### config.mk
export PLATFORM = sky130hd
export DESIGN_NAME = player2_position
export DESIGN_NICKNAME = d
export VERILOG_FILES = /design/src/rtl/player2_position.sv
export SDC_FILE = /design/constraint.sdc
export NUM_CORES = 1
export LEC_CHECK = 0
export ABC_AREA = 1
export BUFFER_PORTS_ARGS = -buffer_cell sky130_fd_sc_hd__buf_2
export CELL_PAD_IN_SITES_DETAIL_PLACEMENT = 2
export CELL_PAD_IN_SITES_GLOBAL_PLACEMENT = 2
export CORE_UTILIZATION = 28
export CTS_CLUSTER_SIZE = 10
export DETAILED_ROUTE_END_ITERATION = 8
export PLACE_DENSITY = 0.78
export SYNTH_ARGS = -nofsm -noshare
export SYNTH_HDL_FRONTEND = slang
export SYNTH_SLANG_ARGS = --single-unit
export TNS_END_PERCENT = 10
### constraint.sdc
create_clock -name clk -period 5.2 [get_ports clk]
set_input_delay 1.04 -clock clk [delete_from_list [all_inputs] [get_ports clk]]
set_output_delay 1.04 -clock clk [all_outputs]
set_load 0.1 [all_outputs]
### src/rtl/player2_position.sv
// Player 2 X-position integrator, stepped once per synchronized frame tick.
// In: clk, Reset_n, frame_clk, walk keys, knockback step, P1 X. Out: Xpos, Moving, Knocked.
module player2_position #(
  parameter int X_MIN     = 0,
  parameter int X_MAX     = 638,
  parameter int SPRITE_W  = 125,
  parameter int X_START   = 450,
  parameter int WALK_STEP = 2
) (
  input  logic               clk,
  input  logic               Reset_n,
  input  logic               frame_clk,
  input  logic               Walk_Left,
  input  logic               Walk_Right,
  input  logic signed [31:0] Knock_Motion,
  input  logic signed [31:0] Opp_Xpos,
  output logic signed [31:0] Xpos,
  output logic               Moving,
  output logic               Knocked
);

  localparam logic [1:0] IDLE   = 2'd0;
  localparam logic [1:0] WALK_L = 2'd1;
  localparam logic [1:0] WALK_R = 2'd2;
  localparam logic [1:0] KNOCK  = 2'd3;

  localparam logic signed [31:0] HI = X_MAX - SPRITE_W;
  localparam logic signed [31:0] LO_MIN = X_MIN;
  localparam logic signed [31:0] STEP = WALK_STEP;
  localparam logic signed [31:0] START = X_START;

  logic [1:0] state;
  logic [1:0] state_nxt;
  logic       sync1;
  logic       sync2;
  logic       sync3;
  logic       tick;

  logic signed [31:0] delta;
  logic signed [31:0] sum;
  logic signed [31:0] lo_raw;
  logic signed [31:0] lo;
  logic signed [31:0] after_lo;
  logic signed [31:0] nxt;

  logic knock_req;
  logic left_req;
  logic right_req;

  // Flops reset high so a frame_clk already high at release is not an edge.
  always_ff @(posedge clk or negedge Reset_n) begin
    if (!Reset_n) begin
      sync1 <= 1'b1;
      sync2 <= 1'b1;
      sync3 <= 1'b1;
    end else begin
      sync1 <= frame_clk;
      sync2 <= sync1;
      sync3 <= sync2;
    end
  end

  assign tick = sync2 & ~sync3;

  assign knock_req = (Knock_Motion != 32'sd0);
  assign left_req  = ~knock_req & Walk_Left & ~Walk_Right;
  assign right_req = ~knock_req & Walk_Right & ~Walk_Left;

  always_comb begin
    state_nxt = IDLE;
    delta     = 32'sd0;
    unique case (1'b1)
      knock_req: begin
        state_nxt = KNOCK;
        delta     = Knock_Motion;
      end
      left_req: begin
        state_nxt = WALK_L;
        delta     = -STEP;
      end
      right_req: begin
        state_nxt = WALK_R;
        delta     = STEP;
      end
      default: begin
        state_nxt = IDLE;
        delta     = 32'sd0;
      end
    endcase
  end

  // Leftward motion stops at the opponent's right edge; an existing
  // overlap is held rather than resolved by pulling toward P1.
  always_comb begin
    sum      = Xpos + delta;
    lo_raw   = Opp_Xpos + SPRITE_W;
    lo       = (lo_raw > LO_MIN) ? lo_raw : LO_MIN;
    after_lo = sum;
    if ((delta < 32'sd0) && (sum < lo)) begin
      after_lo = (Xpos >= lo) ? lo : Xpos;
    end
    nxt = (after_lo > HI) ? HI : after_lo;
  end

  always_ff @(posedge clk or negedge Reset_n) begin
    if (!Reset_n) begin
      Xpos  <= START;
      state <= IDLE;
    end else if (tick) begin
      Xpos  <= nxt;
      state <= state_nxt;
    end
  end

  assign Moving  = (state == WALK_L) | (state == WALK_R);
  assign Knocked = (state == KNOCK);

endmodule

==> summary.md, run 1 <==
| Metric | Value |
|---|---|
| Outcome | aborted with a tool error |
| Stopped at | 5_1_grt |
| Stop err | [ERROR GRT-0232] Routing congestion too high. Check the congestion heatmap in the GUI. |
| FP Rows | between 50 and 60 |
| Synth Area in Simple Gates | 0.402 |
| Synth cell types | 48 |
| Hold buffer count at CTS | 0 |
| Die extent in x | ~160 um |
| GR Util All Layers | 0.682 |
| Syn Area/Cell | about 5.9 um^2 |
| Sequential fraction of the synthesis area | 0.136 |
| Initial core utilization | 0.289 |
| Syn Inst Count | between 1k and 1.5k |
| Complex-gate fraction of the synthesized area | 0.138 |
| DPL Wire Length | between 30000 and 40000 um |
| Clk root buf | clkbuf_16 |
| Post-Synth XOR/XNOR Area | 0.0471 |
| Sink Count | 37 |
| Die Y | between 150 and 200 um |
| Primary FF master, synth | dfrtp_1 |
| Post-synth EDFFs | 0 |
| Yosys warns | 0 |
| Placer Congestion | between 0.9 and 1 |
| GRT overflow | 71 |
| Worst endpoint after global-route timing repair | Xpos[13]$_DFFE_PN0P_/D |
| Worst-path end type | register input |
| Adder-cell share of the synthesized area | 0.178 |
| FF+latch count, synth | 37 |
| Clock buffer depth | 2 |
| Post-synthesis mux area share | 0 |
| # IOs | 103 |
| Async SR Flop Fraction | 1.00 |
| Total CTS buffers | 5 |
| Largest net degree at the start of global routing | between 60 and 70 |
| Mapped Area | approximately 7000 um^2 |
| Main combinational cell family by area after synthesis | simple AND/OR/NAND/NOR gates |
| # port buffers | roughly 100 |
| H-tree depth | 2 |
metrics by stage:
step | std cells | area [um^2] | setup TNS [ps] | setup WS, ps | utilization
4_1_cts | 1937 | 11400 | -69610 | -2260 | 0.479
3_5_place_dp | 1889 | 10300 | -113830 | -3670 | 0.433
3_3_place_gp | 1889 | 10300 | -88660 | -2810 | 0.433
2_1_floorplan | 1167 | 7000 | -35580 | -1150 | -
logic make-up after synthesis:
group	count (synthesis)
compound gates	168
xor+xnor	37
fa+ha+maj	97
buf+inv	167
flops	37
other cells	1
simple gates	659
per-layer routing:
layer | GRT usage | GRT overflow
met1 | 0.681 | 1
met2 | 0.910 | 36
met3 | 0.458 | 3
met4 | 0.700 | 31
met5 | 0.0455 | 0
cell usage after synthesis, types with 6 or more instances:
cell,number,share of area
nor2_1,114,0.062
nand3b_1,13,0.014
xnor2_1,11,0.014
nand4_1,39,0.035
ha_1,96,0.17
o211ai_1,6,0.0066
dfstp_2,7,0.027
nor3_1,8,0.0058
nor4_1,8,0.0073
o21ai_0,50,0.036
inv_1,132,0.072
xor2_1,26,0.033
nand3_1,26,0.019
clkbuf_1,19,0.010
a21oi_1,65,0.047
nand2_1,433,0.24
dfrtp_1,30,0.11
a21boi_0,6,0.0066
o21ai_1,11,0.0080
timing repair:
action                     4_1_cts
hold endpoints to repair         0
cloned                           6
pin swaps                       67
buffers inserted                34
setup endpoints to repair       32
resized for setup              126
==> run 2: changes to the inputs <==
- CELL_PAD_IN_SITES_DETAIL_PLACEMENT: 2 -> unset
- CELL_PAD_IN_SITES_GLOBAL_PLACEMENT: 2 -> unset
- CORE_UTILIZATION: 28 -> 25
- CTS_CLUSTER_SIZE: 10 -> unset
- PLACE_DENSITY: 0.78 -> unset
- PLACE_DENSITY_LB_ADDON: unset -> 0.15
- clock period: 5.2 -> 6.8 ns (I/O delays scaled with it)
==> summary.md, run 2 <==
| Metric | Value |
|---|---|
| Leakage Power | between 5 and 6 nW |
| WP data required | ~7000 ps |
| Routed WL | 27000 um |
| GR Util met3 | 0.0167 |
| Fin area | a little over 10000 um^2 |
| DR pass1 iterations | 5 |
| Layout area overhead | 47.8% |
| Share of the synthesized area in the top cell type | 0.236 |
| # DRC | 0 |
| Via count | roughly 8.3k |
| Post-synth top cells | nand2_1 (433), inv_1 (132), nor2_1 (114) |
| Setup violations, final | 31 |
| Initial antenna violation count | 0 |
| Layout Cells excl Fill | between 1.5k and 2k |
| Slowest stage delay, CP | ~280 ps |
| Max Cap Viol | 0 |
| Post-synth EDFFs | 0 |
| Kind of critical path | in2reg |
| # port buffers | about 100 |
| Syn Area/Cell | slightly below 6 um^2 |
| Slew at the pin closest to its max-slew limit | 1070 ps |
| Mapped Area | 6870 um^2 |
| Count leader, synth | nand2_1 |
| Arrival time worst endpoint | between 7000 and 8000 ps |
| Die Y | between 150 and 200 um |
| FF+latch count, synth | 37 |
| Placed cell count | 1756 |
| Commonest non-fill, non-tap cell in the layout | nand2_1 |
| Async SR Flop Fraction | 1.00 |
| Post-place setup slack | -1970 ps |
| Largest net degree at the start of global routing | 63 |
| Hold_sp | sync1 |
| Placer Congestion | approximately 0.91 |
| Top flop regs | Xpos (32), state (2) |
| GRT overflow | 0 |
| Hold WS | around 350 ps |
| GRT busiest layer | met2 |
| Slew margin rel. | 0.285 |
| Sink Count | 37 |
| # IOs | 103 |
| Crit path time final | between 7000 and 8000 ps |
| M2 GR Usage | 0.335 |
| Initial core utilization | 0.255 |
| Final WS setup | -628 ps |
| Setup TNS | -18690 ps |
| GR Util All Layers | 0.193 |
| Final core utilization | 0.377 |
| Pwr dens | between 500 and 600 nW/um^2 |
| Worst Reg-to-Reg Cells | 39 |
| Fmax | around 130 MHz |
| DIE AREA | ~28000 um^2 |
| Clock Latency Late Sink | 290 ps |
| Failing checks | negative setup slack |
| Worst r2r src | Xpos[0] |
| RSZ-0062 raised after global routing | yes |
| Core Region | roughly 27000 um^2 |
| Total CTS buffers | 5 |
| Commonest cells after routing, fill and taps aside | nand2_1 (385), buf_4 (199), inv_1 (131), nor2_1 (103), buf_2 (100) |
| CP Capture Type | flop |
| Biggest register | Xpos |
| Sequential fraction of the synthesis area | 0.136 |
| Diodes inserted | 0 |
| Hold path cells | 0 |
| Hold buffer count at CTS | 0 |
| Worst vdd ir | between 0.2 and 0.3 mV |
| Worst Setup Start Kind | input port |
| Primary FF master, synth | dfrtp_1 |
| Clk_skew | roughly 7.3 ps |
| R2r endpoint | Xpos[20] |
| H-tree depth | 2 |
| R2r setup slk | approximately 1100 ps |
| Fin. Hold Viols | 0 |
| Min-Delay Path Class | reg2reg |
| Hold Path Sink | sync2 |
| Met1 Use GR | 0.260 |
| Vias in the first global route | approximately 8.0k |
| Yosys warns | 0 |
| Largest register FFs | 32 |
| Routed Antenna Nets | 0 |
| Share of post-route cells with drive strength above 1 | 0.312 |
| FP Rows | 60 |
| Die extent in x | roughly 170 um |
| Final net count | roughly 1.6k |
| Initial DRC Count | 474 |
| Slowest cell on the critical path | ha_1 |
| Final critical-path share of the clock period | 1.09 |
| Outcome | complete, but fails checks |
| Synth area leaders | nand2_1 (24%), ha_1 (17%), dfrtp_1 (11%) |
| Avg WL per Cell | ~15 um |
| Tot Pwr | 6.06 mW |
| Max FO, Critical Path | 6 |
| Via density | between 4 and 5 |
| Max Transition Viols Final | 0 |
| CTS tree | yes |
| DPL Wire Length | between 20000 and 25000 um |
| Synth cell types | between 40 and 50 |
| Area leader, netlist | nand2_1 |
| Clock buffer depth | 2 |
| Cell Area, Placed | between 9000 and 10000 um^2 |
| Clock transition at path regs | 60 ps |
| First-pass GRT wire length | 42800 um |
| Clk root buf | clkbuf_16 |
| Syn Inst Count | approximately 1.2k |
## run 2: layout make-up
type                    instances  area (um^2)
fillers                      2940        16800
multi-input cells             963         5750
flip-flops and latches         37          935
repair buffers                322         2370
clock inverters                 2         35.0
inverters                     136          510
clock buffers                   6          129
well taps                     341          427
## run 2: cell families after synthesis
group | Yosys count | synth area share
fa+ha+maj | 97 | 0.178
other cells | 1 | 0.000546
simple gates | 659 | 0.402
compound gates | 168 | 0.138
flops | 37 | 0.136
buf+inv | 167 | 0.0985
xor+xnor | 37 | 0.0471
## run 2: report_power, final
group,total (mW),switching [mW],internal [mW]
registers,0.465,0.161,0.304
clock network,0.273,0.100,0.173
logic,5.32,2.99,2.33
total,6.06,3.25,2.80
## run 2: metal layers
metal	share of wire	up-vias
li1	-	4406
met1	0.49	3788
met2	0.48	122
met3	0.023	23
met4	0.015	0
met5	0	-
## run 2: worst max-delay path: cells and delay by family
| kind | cells | cell delay [ps] |
|---|---|---|
| AOI/OAI and AO/OA | 9 | 1330 |
| adders and majority gates | 2 | 480 |
| and+or+nand+nor | 26 | 3070 |
| buffers and inverters | 9 | 1150 |
| xor gates and xnor gates | 1 | 200 |
## run 2: worst max-delay path by stage
| stage | from | cells after the start | end | slack (ps) |
|---|---|---|---|---|
| after global placement | Knock_Motion[15] | 42 | Xpos[9] | -1810 |
| after detailed placement | Knock_Motion[15] | 41 | Xpos[4] | -1970 |
| after global routing | Knock_Motion[15] | 47 | Xpos[23] | -1070 |
| final | Knock_Motion[15] | 47 | Xpos[20] | -630 |
| after CTS | Knock_Motion[15] | 46 | Xpos[21] | -650 |
| after floorplan | Knock_Motion[20] | 41 | Xpos[12] | 8 |
## run 2: timing repair
action	CTS	global route
setup endpoints to repair	32	32
setup buffers	27	12
pin swaps	27	46
gates resized for setup	85	64
gates cloned	4	1
(Power assumes the default switching activity.)
==> run 3: changes to the inputs <==
--- a/config.mk
+++ b/config.mk
@@ -12,2 +12,3 @@
 export PLACE_DENSITY_LB_ADDON = 0.15
+export REMOVE_ABC_BUFFERS = 1
 export SYNTH_ARGS = -nofsm -noshare
--- a/constraint.sdc
+++ b/constraint.sdc
@@ -3,2 +3,2 @@
 set_output_delay 1.36 -clock clk [all_outputs]
-set_load 0.1 [all_outputs]
+set_load 0.01 [all_outputs]
==> summary.md, run 3 (synthesized netlist as in run 2, its figures left out) <==
| Metric | Value |
|---|---|
| Outcome | complete, but fails checks |
| Failing checks | negative setup slack |
| Routed WL | 28200 um |
| Clock buffer depth | 2 |
| Core Region | approximately 27000 um^2 |
| CP Capture Type | flop |
| Sink Count | 37 |
| Layout area overhead | 53.9% |
| Via density | about 4.6 |
| Arrival time worst endpoint | around 7800 ps |
| Leakage Power | 5.82 nW |
| Commonest cells after routing, fill and taps aside | nand2_1 (400), buf_4 (257), inv_1 (130), nor2_1 (107), buf_2 (97) |
| Worst path top cell family by delay | simple AND/OR/NAND/NOR gates |
| Hold_sp | sync1 |
| Setup violations, final | 31 |
| FP Rows | 60 |
| # port buffers | about 100 |
| Via count | about 8.6k |
| Final core utilization | 0.392 |
| Diodes inserted | 0 |
| Final net count | 1690 |
| Biggest register | Xpos |
| # IOs | between 100 and 150 |
| WP data required | ~7000 ps |
| Slew at the pin closest to its max-slew limit | ~1100 ps |
| Slew margin rel. | 0.261 |
| RSZ-0062 raised after global routing | yes |
| CP bufs+invs | 12 |
| Commonest non-fill, non-tap cell in the layout | nand2_1 |
| Initial DRC Count | ~450 |
| DPL Wire Length | between 20000 and 25000 um |
| # DRC | 0 |
| Clk_skew | between 9 and 10 ps |
| Max Transition Viols Final | 0 |
| Kind of critical path | in2reg |
| CP dominant cell by count | nand2_1 |
| Clk root buf | clkbuf_16 |
| Max Cap Viol | 0 |
| Die Y | about 170 um |
| Vias in the first global route | approximately 8.2k |
| Post-place setup slack | -2070 ps |
| Die extent in x | between 150 and 200 um |
| Slowest stage delay, CP | 290 ps |
| Hold path cells | 0 |
| Worst vdd ir | around 0.24 mV |
| DR pass1 iterations | 5 |
| Largest register FFs | 32 |
| Worst r2r src | Xpos[0] |
| Fmax | between 100 and 150 MHz |
| Final critical-path share of the clock period | 1.11 |
| Final WS setup | -720 ps |
| Hold Path Sink | sync2 |
| Routed Antenna Nets | 0 |
| Clock transition at path regs | 60 ps |
| First-pass GRT wire length | 43800 um |
| Pwr dens | 512 nW/um^2 |
| Min-Delay Path Class | reg2reg |
| Hold buffer count at CTS | 0 |
| H-tree depth | 2 |
| Placer Congestion | 0.873 |
| Top flop regs | Xpos (32), state (2) |
| Worst Reg-to-Reg Cells | 39 |
| CTS tree | yes |
| Max FO, Critical Path | 8 |
| Share of post-route cells with drive strength above 1 | 0.329 |
| Worst Setup Start Kind | input port |
| R2r endpoint | Xpos[27] |
| Initial antenna violation count | 0 |
| GRT overflow | 0 |
| Setup TNS | -21370 ps |
| R2r setup slk | slightly above 900 ps |
| Initial core utilization | 0.255 |
| Fin. Hold Viols | 0 |
| GR Util All Layers | 0.199 |
| Largest net degree at the start of global routing | 63 |
| Crit path time final | about 7500 ps |
| Fillers | ~2.9k |
| Avg WL per Cell | ~15 um |
| DIE AREA | around 28000 um^2 |
| Total CTS buffers | 5 |
| Slowest cell on the critical path | ha_1 |
| Clock Latency Late Sink | about 300 ps |
run 3: worst max-delay path by stage:
stage	startpoint	end	cells past startpoint
4_1_cts	Knock_Motion[23]	Xpos[14]	45
2_1_floorplan	Knock_Motion[20]	Xpos[10]	38
5_1_grt	Knock_Motion[3]	Xpos[8]	45
3_5_place_dp	Knock_Motion[20]	Xpos[25]	43
6_report	Knock_Motion[15]	Xpos[27]	47
3_3_place_gp	Knock_Motion[20]	Xpos[17]	43
run 3: per-layer routing:
layer	routed length [um]	vias up	global-route usage
li1	-	4524	-
met1	13200	3874	0.264
met2	13300	143	0.338
met3	1040	27	0.0226
met4	603	0	0.0538
met5	0	-	0
run 3: worst register-to-register path, delay by kind of cell, from the launching register on:
| family | cells | cell delay (ps) |
|---|---|---|
| buf+inv | 7 | 950 |
| fa+ha+maj | 3 | 940 |
| compound gates | 10 | 1560 |
| xor+xnor | 1 | 250 |
| flops | 1 | 430 |
| simple gates | 18 | 1700 |
run 3: cell type report:
type,instances,area [um^2],share of cell area
multi-input combinational,963,5730,0.542
timing repair buffer,381,2820,0.267
sequential,37,935,0.0884
inverter,136,510,0.0483
clock inverter,2,13.8,0.00130
clock buffer,6,139,0.0131
tap,341,427,0.0403
run 3: timing repair:
item | CTS | global route
gates cloned | 1 | 5
pin swaps | 19 | 37
endpoints found under the setup margin | 32 | 32
endpoints found under the hold margin | 0 | 0
setup buffers | 17 | 11
gates resized for setup | 48 | 97
run 3: power breakdown:
group | switching, mW | total, mW | leakage [nW] | internal, mW
Combinational | 2.42 | 4.70 | 5.29 | 2.28
Sequential | 0.158 | 0.463 | 0.450 | 0.304
Clock | 0.108 | 0.255 | 0.0768 | 0.146
Total | 2.68 | 5.41 | 5.82 | 2.73
run 3: per-stage QoR:
step / power, mW / area (um^2) / cells / hold WS [ps]
global route: 5.93 / 10600 / 1866 / 369
global placement: 4.32 / 9540 / 1827 / 356
detailed placement: 4.31 / 9540 / 1827 / 347
CTS: 4.90 / 10000 / 1853 / 365
finish: 5.41 / 10600 / 1866 / 362
floorplan: 2.37 / 6710 / 1136 / 345
